## config.mk

```make
export PLATFORM = sky130hd
export DESIGN_NAME = mem_bus_arbiter_flat
export DESIGN_NICKNAME = d
export VERILOG_FILES = /design/src/rtl/mem_bus_arbiter_pkg.sv /design/src/rtl/mem_bus_arbiter_if.sv /design/src/rtl/mem_bus_arbiter_arb_rr_pick.sv /design/src/rtl/mem_bus_arbiter.sv /design/src/flat_wrapper.sv
export SDC_FILE = /design/constraint.sdc
export NUM_CORES = 1
export LEC_CHECK = 0
export ABC_AREA = 0
export ABC_CLOCK_PERIOD_IN_PS = 5070
export CAP_MARGIN = 0
export CORE_MARGIN = 2
export CORE_UTILIZATION = 50
export DETAILED_ROUTE_END_ITERATION = 10
export GPL_ROUTABILITY_DRIVEN = 0
export PLACE_DENSITY = 0.79
export SLEW_MARGIN = 10
export SYNTH_ARGS = -nofsm -noshare
export SYNTH_HDL_FRONTEND = slang
export SYNTH_HIERARCHICAL = 1
export SYNTH_SLANG_ARGS = --single-unit
```

## constraint.sdc

```tcl
create_clock -name clk -period 5.07 [get_ports clk]
set_input_delay 0.7605 -clock clk [delete_from_list [all_inputs] [get_ports clk]]
set_output_delay 0.7605 -clock clk [all_outputs]
set_load 0.02 [all_outputs]
```

## src/rtl/mem_bus_arbiter_pkg.sv

```systemverilog
// mem_bus_arbiter_pkg: shared constants, state type and index-width helper for the memory bus arbiter
package mem_bus_arbiter_pkg;
  localparam int NUM_ARB_MASTERS = 2;
  localparam int IFU = 0;
  localparam int LSU = 1;
  localparam int ARB_TIMEOUT = 255;
  localparam int ARB_CNT_W = 8;
  typedef enum logic [1:0] {IDLE, RD, WR} arb_state_e;
  function automatic int idx_w(input int n);
    return (n > 1) ? $clog2(n) : 1;
  endfunction
endpackage

```

## src/rtl/mem_bus_arbiter_if.sv

```systemverilog
// mem_bus_arbiter_if: request/response handshake bundle between bus masters and the arbiter
interface mem_bus_arbiter_if
  import mem_bus_arbiter_pkg::*;
#(
  parameter int N = NUM_ARB_MASTERS
);
  localparam int IW = idx_w(N);
  logic [N-1:0]  req_rd;
  logic [N-1:0]  req_wr;
  logic          rsp_rvalid;
  logic [N-1:0]  m_rready;
  logic          rsp_bvalid;
  logic [N-1:0]  m_bready;
  logic [N-1:0]  grant;
  logic [IW-1:0] grant_id;
  logic          grant_wr;
  logic          busy;
  logic          timeout_err;
  modport master (
    output req_rd, req_wr, rsp_rvalid, m_rready, rsp_bvalid, m_bready,
    input  grant, grant_id, grant_wr, busy, timeout_err
  );
  modport slave (
    input  req_rd, req_wr, rsp_rvalid, m_rready, rsp_bvalid, m_bready,
    output grant, grant_id, grant_wr, busy, timeout_err
  );
endinterface

```

## src/rtl/mem_bus_arbiter_arb_rr_pick.sv

```systemverilog
// arb_rr_pick: first set request scanning upward from i_ptr with wrap (rotate, priority-encode, un-rotate)
module arb_rr_pick
  import mem_bus_arbiter_pkg::*;
#(
  parameter int N = NUM_ARB_MASTERS,
  localparam int IW = idx_w(N)
) (
  input  logic [N-1:0]  i_req,
  input  logic [IW-1:0] i_ptr,
  output logic          o_found,
  output logic [IW-1:0] o_pick
);
  localparam logic [IW:0] NW = (IW + 1)'(N);
  logic [2*N-1:0] w_dbl;
  logic [N-1:0]   w_rot;
  logic [IW-1:0]  w_idx;
  logic [IW:0]    w_sum;
  assign w_dbl = {i_req, i_req} >> i_ptr;
  assign w_rot = w_dbl[N-1:0];
  always_comb begin
    w_idx = '0;
    for (int k = N - 1; k >= 0; k--) if (w_rot[k]) w_idx = IW'(k);
  end
  assign w_sum   = {1'b0, w_idx} + {1'b0, i_ptr};
  assign o_found = |i_req;
  assign o_pick  = (w_sum >= NW) ? IW'(w_sum - NW) : IW'(w_sum);
endmodule

```

## src/rtl/mem_bus_arbiter.sv

```systemverilog
// mem_bus_arbiter: round-robin owner of the shared memory bus, one transaction per grant, with watchdog
module mem_bus_arbiter
  import mem_bus_arbiter_pkg::*;
#(
  parameter int NUM_MASTERS = NUM_ARB_MASTERS,
  parameter int TIMEOUT     = ARB_TIMEOUT,
  parameter int CNT_W       = ARB_CNT_W
) (
  input logic clk,
  input logic rst,
  mem_bus_arbiter_if.slave bus
);
  localparam int IW = idx_w(NUM_MASTERS);
  arb_state_e             r_state, w_state;
  logic [NUM_MASTERS-1:0] r_grant, w_grant, w_req;
  logic [IW-1:0]          r_id, w_id, r_ptr, w_ptr, w_pick, w_id_inc;
  logic [CNT_W-1:0]       r_cnt, w_cnt;
  logic                   r_wr, w_wr, r_to, w_to, w_found, w_done, w_exp;
  assign w_req = bus.req_rd | bus.req_wr;
  arb_rr_pick #(.N(NUM_MASTERS)) u_pick (
    .i_req  (w_req),
    .i_ptr  (r_ptr),
    .o_found(w_found),
    .o_pick (w_pick)
  );
  assign w_done = (r_state == RD) ? (bus.rsp_rvalid & bus.m_rready[r_id])
                                  : ((r_state == WR) & bus.rsp_bvalid & bus.m_bready[r_id]);
  // completion in the final cycle beats the watchdog
  assign w_exp    = (TIMEOUT != 0) && (r_cnt == CNT_W'(TIMEOUT - 1)) && !w_done;
  assign w_id_inc = (r_id == IW'(NUM_MASTERS - 1)) ? '0 : r_id + 1'b1;
  always_comb begin
    w_state = r_state;
    w_grant = r_grant;
    w_id    = r_id;
    w_wr    = r_wr;
    w_cnt   = r_cnt;
    w_ptr   = r_ptr;
    w_to    = 1'b0;
    if (r_state == IDLE) begin
      if (w_found) begin
        w_state         = bus.req_rd[w_pick] ? RD : WR;
        w_grant         = '0;
        w_grant[w_pick] = 1'b1;
        w_id            = w_pick;
        w_wr            = !bus.req_rd[w_pick];
        w_cnt           = '0;
      end
    end else if (w_done || w_exp) begin
      w_state = IDLE;
      w_grant = '0;
      w_id    = '0;
      w_wr    = 1'b0;
      w_cnt   = '0;
      w_ptr   = w_id_inc;
      w_to    = w_exp;
    end else begin
      w_cnt = (r_cnt == CNT_W'(TIMEOUT)) ? r_cnt : r_cnt + 1'b1;
    end
  end
  always_ff @(posedge clk or posedge rst) begin
    if (rst) begin
      r_state <= IDLE;
      r_grant <= '0;
      r_id    <= '0;
      r_wr    <= 1'b0;
      r_cnt   <= '0;
      r_ptr   <= '0;
      r_to    <= 1'b0;
    end else begin
      r_state <= w_state;
      r_grant <= w_grant;
      r_id    <= w_id;
      r_wr    <= w_wr;
      r_cnt   <= w_cnt;
      r_ptr   <= w_ptr;
      r_to    <= w_to;
    end
  end
  assign bus.grant       = r_grant;
  assign bus.grant_id    = r_id;
  assign bus.grant_wr    = r_wr;
  assign bus.busy        = (r_state != IDLE);
  assign bus.timeout_err = r_to;
endmodule

```

## src/flat_wrapper.sv

```systemverilog
// flat-port wrapper written by rule: the top's interface ports become plain ports
module mem_bus_arbiter_flat import mem_bus_arbiter_pkg::*;
#(
  parameter int NUM_MASTERS = NUM_ARB_MASTERS,
  parameter int TIMEOUT     = ARB_TIMEOUT,
  parameter int CNT_W       = ARB_CNT_W
)
  (clk, rst, bus_req_rd, bus_req_wr, bus_rsp_rvalid, bus_m_rready, bus_rsp_bvalid, bus_m_bready, bus_grant, bus_grant_id, bus_grant_wr, bus_busy, bus_timeout_err);
  mem_bus_arbiter_if #(.N((2))) bus_i ();
  input logic clk;
  input logic rst;
  input wire logic [$bits(bus_i.req_rd)-1:0] bus_req_rd;
  input wire logic [$bits(bus_i.req_wr)-1:0] bus_req_wr;
  input wire logic [$bits(bus_i.rsp_rvalid)-1:0] bus_rsp_rvalid;
  input wire logic [$bits(bus_i.m_rready)-1:0] bus_m_rready;
  input wire logic [$bits(bus_i.rsp_bvalid)-1:0] bus_rsp_bvalid;
  input wire logic [$bits(bus_i.m_bready)-1:0] bus_m_bready;
  output wire logic [$bits(bus_i.grant)-1:0] bus_grant;
  output wire logic [$bits(bus_i.grant_id)-1:0] bus_grant_id;
  output wire logic [$bits(bus_i.grant_wr)-1:0] bus_grant_wr;
  output wire logic [$bits(bus_i.busy)-1:0] bus_busy;
  output wire logic [$bits(bus_i.timeout_err)-1:0] bus_timeout_err;
  assign bus_i.req_rd = bus_req_rd;
  assign bus_i.req_wr = bus_req_wr;
  assign bus_i.rsp_rvalid = bus_rsp_rvalid;
  assign bus_i.m_rready = bus_m_rready;
  assign bus_i.rsp_bvalid = bus_rsp_bvalid;
  assign bus_i.m_bready = bus_m_bready;
  assign bus_grant = bus_i.grant;
  assign bus_grant_id = bus_i.grant_id;
  assign bus_grant_wr = bus_i.grant_wr;
  assign bus_busy = bus_i.busy;
  assign bus_timeout_err = bus_i.timeout_err;
  mem_bus_arbiter #(.NUM_MASTERS(NUM_MASTERS), .TIMEOUT(TIMEOUT), .CNT_W(CNT_W)) u_core (.clk(clk), .rst(rst), .bus(bus_i));
endmodule
```

# After elaboration in Yosys (flattened, before gate mapping)
# Index checks and enable logic that the tools add are counted.
# totals
latchBits	0
mem_count	0
mem_bits_ro	0
reg_bits	16
ram_bits	0
# classes
n_reduce_logical	12
n_mux	30
div	0
bitwise	5
eq_ne	6
order_cmp	4
mul	0
addsub	4
n_shift	1
# op_table
cell	n
$mux 8	4
$mux 1	19
$eq 8x8->1 const B	2
$mux 2	6
$add 8x1->8 const B	1
$reduce_and 2->1	3
$lt 1x2->1 const B	2
$reduce_bool 2->1	2
$shr 4x1->2	1
$and 1x1->1	3
$ne 3x1->1 const B	1
$add 1x1->2	1
$eq 2x1->1 const B	1
$eq 2x2->1 const B	1
$ge 2x2->1 const B	1
$logic_and 1x1->1	2
$logic_not 1->1	2
$logic_not 2->1	1
$ne 2x2->1 const B	1
$or 2x2->2	1
$reduce_or 2->1	1
$add 1x1->1 const B	1
$demux 1 s1	1
$ge 1x1->1 const B	1
other kinds (3)	3

# Depth between registers and ports, before layout
# depth
depth_word	13
ltp_mapped	7

# Cells and area by module
# The synthesis kept the hierarchy.
# modules_own_cells
module	seq_area_each_um2	n_inst	area_per_inst_um2	cells_each
mem_bus_arbiter	350.3	1	818.3	85
arb_rr_pick	0.0	1	18.8	4

# Worst setup path before layout
# OpenSTA, ideal clock, no wires.
# synth_timing
kind	input-to-reg
startpoint	input port bus_req_wr[0]
endpoint	register u_core.r_cnt[0]
t_required_ns	4.945
slack_ns	3.043
arrival_time_ns	1.902
cell_stages	5
path_cell_list	or2_2 or2_1 o32a_1 buf_6 mux2_4
# synth_between
elab_chain_cells	4
# synth_lines
item	line_no	rtl
start, declared	flat_wrapper.sv:13	input wire logic [$bits(bus_i.req_wr)-1:0] bus_req_wr;
$or 2x2->2	mem_bus_arbiter.sv:19	assign w_req = bus.req_rd | bus.req_wr;
$reduce_or 2->1	mem_bus_arbiter_arb_rr_pick.sv:25	assign o_found = |i_req;
via u_core.w_found	mem_bus_arbiter.sv:18	logic r_wr, w_wr, r_to, w_to, w_found, w_done, w_exp;
$ne 2x2->1 (no line)	n/a	
$reduce_and 2->1 (no line)	n/a	
end signal, assigned	mem_bus_arbiter.sv:74	r_cnt <= w_cnt;
end, declared	mem_bus_arbiter.sv:17	logic [CNT_W-1:0] r_cnt, w_cnt;
# The timed path passes the listed nets, and every way through them passes these cells.
# A chain may end at the register's enable or synchronous reset.

# Worst setup path after layout
# layout_timing
startpoint	input port bus_m_bready[1]
endpoint	register u_core.r_cnt[1]
# layout_between
elab_chain_cells	9
elab_cells_between_ends	11
cone_classes	eq/ne: 1; mux: 5; bitwise: 1; reduce/logical: 4
# layout_lines
item	line_no	rtl
start, declared	flat_wrapper.sv:17	input wire logic [$bits(bus_i.m_bready)-1:0] bus_m_bready;
$mux 1 (implied by the code) (*) (2 in series)	mem_bus_arbiter.sv:27	: ((r_state == WR) & bus.rsp_bvalid & bus.m_bready[r_id]);
$and 1x1->1 (*)	mem_bus_arbiter.sv:27	
$mux 1 (*)	mem_bus_arbiter.sv:26	assign w_done = (r_state == RD) ? (bus.rsp_rvalid & bus.m_rready[r_id])
$logic_not 1->1	mem_bus_arbiter.sv:29	assign w_exp = (TIMEOUT != 0) && (r_cnt == CNT_W'(TIMEOUT - 1)) && !w_done;
$logic_and 1x1->1	mem_bus_arbiter.sv:29	
$logic_or 1x1->1 (*)	mem_bus_arbiter.sv:48	end else if (w_done || w_exp) begin
$ne 3x1->1 (no line) or $mux 8 (tied branches)	n/a	
$reduce_and 2->1 (no line) or $mux 8 (tied branches)	n/a	
# Mark *: on every way between the ends. The rest lies on a longest branch, timed or not. The select of a mux whose other input is x is not followed.

==> insert_results.sql <==
INSERT INTO impl_metrics (metric_group, metric, value, unit) VALUES
('power_and_ir_drop', 'share_clk_of_total_power', '0.121', ''),
('placed_design', 'placedCellCount', '118', ''),
('cts', 'postCtsSetupRepairBufs', '0', ''),
('route', 'vias_per_cell', '5.86', ''),
('cells_and_area', 'count_of_placed_standard_cells_in_the_final_layout_fillers_left_out', '121', ''),
('die', 'die_h', '44.9', 'µm'),
('sta', 'hold_viol', '0', ''),
('cts', 'worst_setup_hold_path_clk_slew', '0.07', 'ns'),
('die', 'placeableCoreArea', '0.00154', 'mm²'),
('critical_path', 'crit_path_start_kind', 'primary input', ''),
('cells_and_area', 'final_common_cell', 'clkdlybuf4s50_1', ''),
('synthesis', 'synthesis.yosys.warnings', '6', ''),
('global_route', 'grt_pass1_wl', '2660', 'µm'),
('cts', 'clk_latency', '0.27', 'ns'),
('power_and_ir_drop', 'ir_worst_vdd', '0.000274', 'V'),
('route', 'drt_first_iter_violations', '44', ''),
('route', 'antenna_violating_nets_post_route', '0', ''),
('die', 'placementRows', '14', ''),
('die', 'initial_utilization', '0.543', ''),
('sta', 'timing.slew.headroom', '0.504', ''),
('critical_path', 'critPathLaunch', 'bus_m_bready[1]', ''),
('flow_run', 'max-cap-violations', '0', ''),
('cells_and_area', 'num_antenna_cells', '0', ''),
('min_path', 'worst_hold_path.num_cells', '1', ''),
('route', 'overall_via_count_from_detail_route', '709', ''),
('sta', 'final-setup-viol-count', '0', ''),
('synthesis', 'synth.distinct_cells', '30', ''),
('cts', 'cts_resized', '0', ''),
('placed_design', 'post-dp-hpwl', '1320', 'µm'),
('route', 'dr.pass1.iters', '7', ''),
('synthesis', 'dominantRegCellSynth', 'dfrtp_1', ''),
('synthesis', 'synth-seq-area-share', '0.419', ''),
('sta', 'finalSetupTns', '0', 'ns'),
('run_status', 'run_status', 'finished clean', ''),
('cts', 'numCtsBuffers', '3', ''),
('sta', 'min_period', '2.60', 'ns'),
('sta', 'worst_pin_slew', '0.743', 'ns'),
('power_and_ir_drop', 'combinational_fraction_of_design_power', '0.497', ''),
('cells_and_area', 'post-route-cell-area', '0.00102', 'mm²'),
('critical_path', 'critical_path.endpoint_type', 'flip-flop', ''),
('critical_path', 'crit-reg2reg-capture', 'u_core/r_cnt[1]', ''),
('power_and_ir_drop', 'pwr_density_cell', '461', 'mW/mm²'),
('cells_and_area', 'ratio_of_cells_with_drive_above_1_in_the_final_layout', '0.0762', ''),
('sta', 'post-route-period-util', '0.513', ''),
('global_route', 'antenna_found_initial', '0', ''),
('synthesis', 'post_synth_main_area_contributors', 'dfrtp_1 (42%), o221ai_1 (6.3%), mux2i_1 (4.8%)', ''),
('cts', 'cts_tree', 'built', ''),
('global_route', 'globalRouteOverflowTotal', '0', ''),
('cells_and_area', 'area_growth', '22.1', '%'),
('synthesis', 'asyncSetResetFlopFracSynth', '1.00', ''),
('sta', 'timing.clock.skew', '0.000872', 'ns'),
('route', 'drc', '0', ''),
('cts', 'cts_hold_repair.buffers', '0', ''),
('synthesis', 'postSynthAreaPerCell', '9.41', 'µm²'),
('route', 'drt_wl_total', '1680', 'µm'),
('critical_path', 'worst_ep_arrival_time', '2.76', 'ns'),
('min_path', 'min_path_type', 'reg -> reg', ''),
('cts', 'cts_buffer_depth', '2', ''),
('route', 'routedWlPerCell', '13.9', 'µm'),
('synthesis', 'synth_area', '837', 'µm²'),
('cts', 'htree_levels', '1', ''),
('die', 'die_w', '44.9', 'µm'),
('synthesis', 'synth_edf_count', '0', ''),
('critical_path', 'setup.worst_path.end', 'u_core/r_cnt[1]', ''),
('power_and_ir_drop', 'finalPower', '0.471', 'mW'),
('critical_path', 'critPathMaxFanout', '11', ''),
('critical_path', 'r2r.worst_path.cells', '4', ''),
('critical_path', 'r2r_setup_slack', '2.89', 'ns'),
('critical_path', 'path_class', 'in -> reg', ''),
('synthesis', 'yosys.area.top_type', 'dfrtp_1', ''),
('cells_and_area', 'mostFrequentLayoutCells', 'clkdlybuf4s50_1 (17), dfrtp_1 (14), inv_1 (9), nand2_1 (9), o221ai_1 (6)', '');
[power groups by stage]
| stage | logic, mW | registers [mW] | clock network (mW) |
|---|---|---|---|
| after global placement | 0.229 | 0.178 | 0 |
| after floorplan | 0.161 | 0.186 | 0 |
| after global routing | 0.254 | 0.184 | 0.0654 |
| after CTS | 0.233 | 0.180 | 0.0600 |
| after detailed placement | 0.232 | 0.182 | 0 |
| final | 0.234 | 0.180 | 0.0569 |
[cell families after synthesis]
family | count (synthesis) | synth area share
xor gates and xnor gates | 1 | 0.0105
buffers and inverters | 14 | 0.0777
muxes | 6 | 0.0837
AOI/OAI and AO/OA | 16 | 0.154
DFF | 14 | 0.419
and+or+nand+nor | 36 | 0.226
adders and majority gates | 2 | 0.0299
[stage by stage]
| stage | setup slack, ns | hold slack, ns | utilization |
|---|---|---|---|
| after floorplan | 3.04 | 0.492 | - |
| after global placement | 2.25 | 0.482 | 0.649 |
| after detailed placement | 2.20 | 0.497 | 0.649 |
| after CTS | 2.49 | 0.519 | 0.663 |
| after global routing | 2.34 | 0.533 | 0.663 |
| final | 2.47 | 0.511 | 0.663 |
[cell usage after synthesis, types with 2 or more instances]
master and n:
o22ai_1 3, nand3b_1 3, a32o_1 2, nand2_1 9, mux2i_1 4, nand4_1 2, mux2_4 2, nand3_1 4
or3_1 4, o221ai_1 6, ha_1 2, dfrtp_1 14, nor2_1 4, inv_1 9, nor3_1 3, or2_2 2
or2_1 2, o2bb2ai_1 2
[layout make-up]
| class | instances | area, µm² |
|---|---|---|
| Fill cell | 127 | 519 |
| Multi-Input combinational cell | 61 | 422 |
| Sequential cell | 14 | 350 |
| Timing Repair Buffer | 17 | 170 |
| Inverter | 10 | 37.5 |
| Clock buffer | 3 | 22.5 |
| Tap cell | 16 | 20.0 |
[critical path, cell delays in order]
cell	delay (ns)
clkdlybuf4s50_1	0.46
mux2i_1	0.09
o221ai_1	0.62
o32a_1	0.50
mux2_4	0.33
[metal layers]
metal | wire length [µm] | share of wire | global-route usage
met2 | 726 | 0.43 | 0.255
met3 | 141 | 0.084 | 0.0760
met5 | 0 | 0 | 0
met4 | 24 | 0.014 | 0.0882
met1 | 787 | 0.47 | 0.264
[flip-flops by register name, summed over array words and instances, names as in the netlist]
signal and cells:
u_core/r_cnt 8, u_core/bus.grant 2, u_core/r_state 2, u_core/bus.timeout_err 1, u_core/r_ptr 1
[worst min path at each step]
| stage | start | to | slack (ns) |
|---|---|---|---|
| 2_1_floorplan | u_core/r_state[0] | u_core/r_state[0] | 0.49 |
| 3_3_place_gp | u_core/bus.grant[0] | u_core/bus.grant[0] | 0.48 |
| 3_5_place_dp | u_core/bus.grant[0] | u_core/bus.grant[0] | 0.50 |
| 4_1_cts | u_core/bus.grant[0] | u_core/bus.grant[0] | 0.52 |
| 5_1_grt | u_core/bus.grant[0] | u_core/bus.grant[0] | 0.53 |
| 6_report | u_core/bus.grant[0] | u_core/bus.grant[0] | 0.51 |
Note: power is estimated with default switching activity, not from simulation.
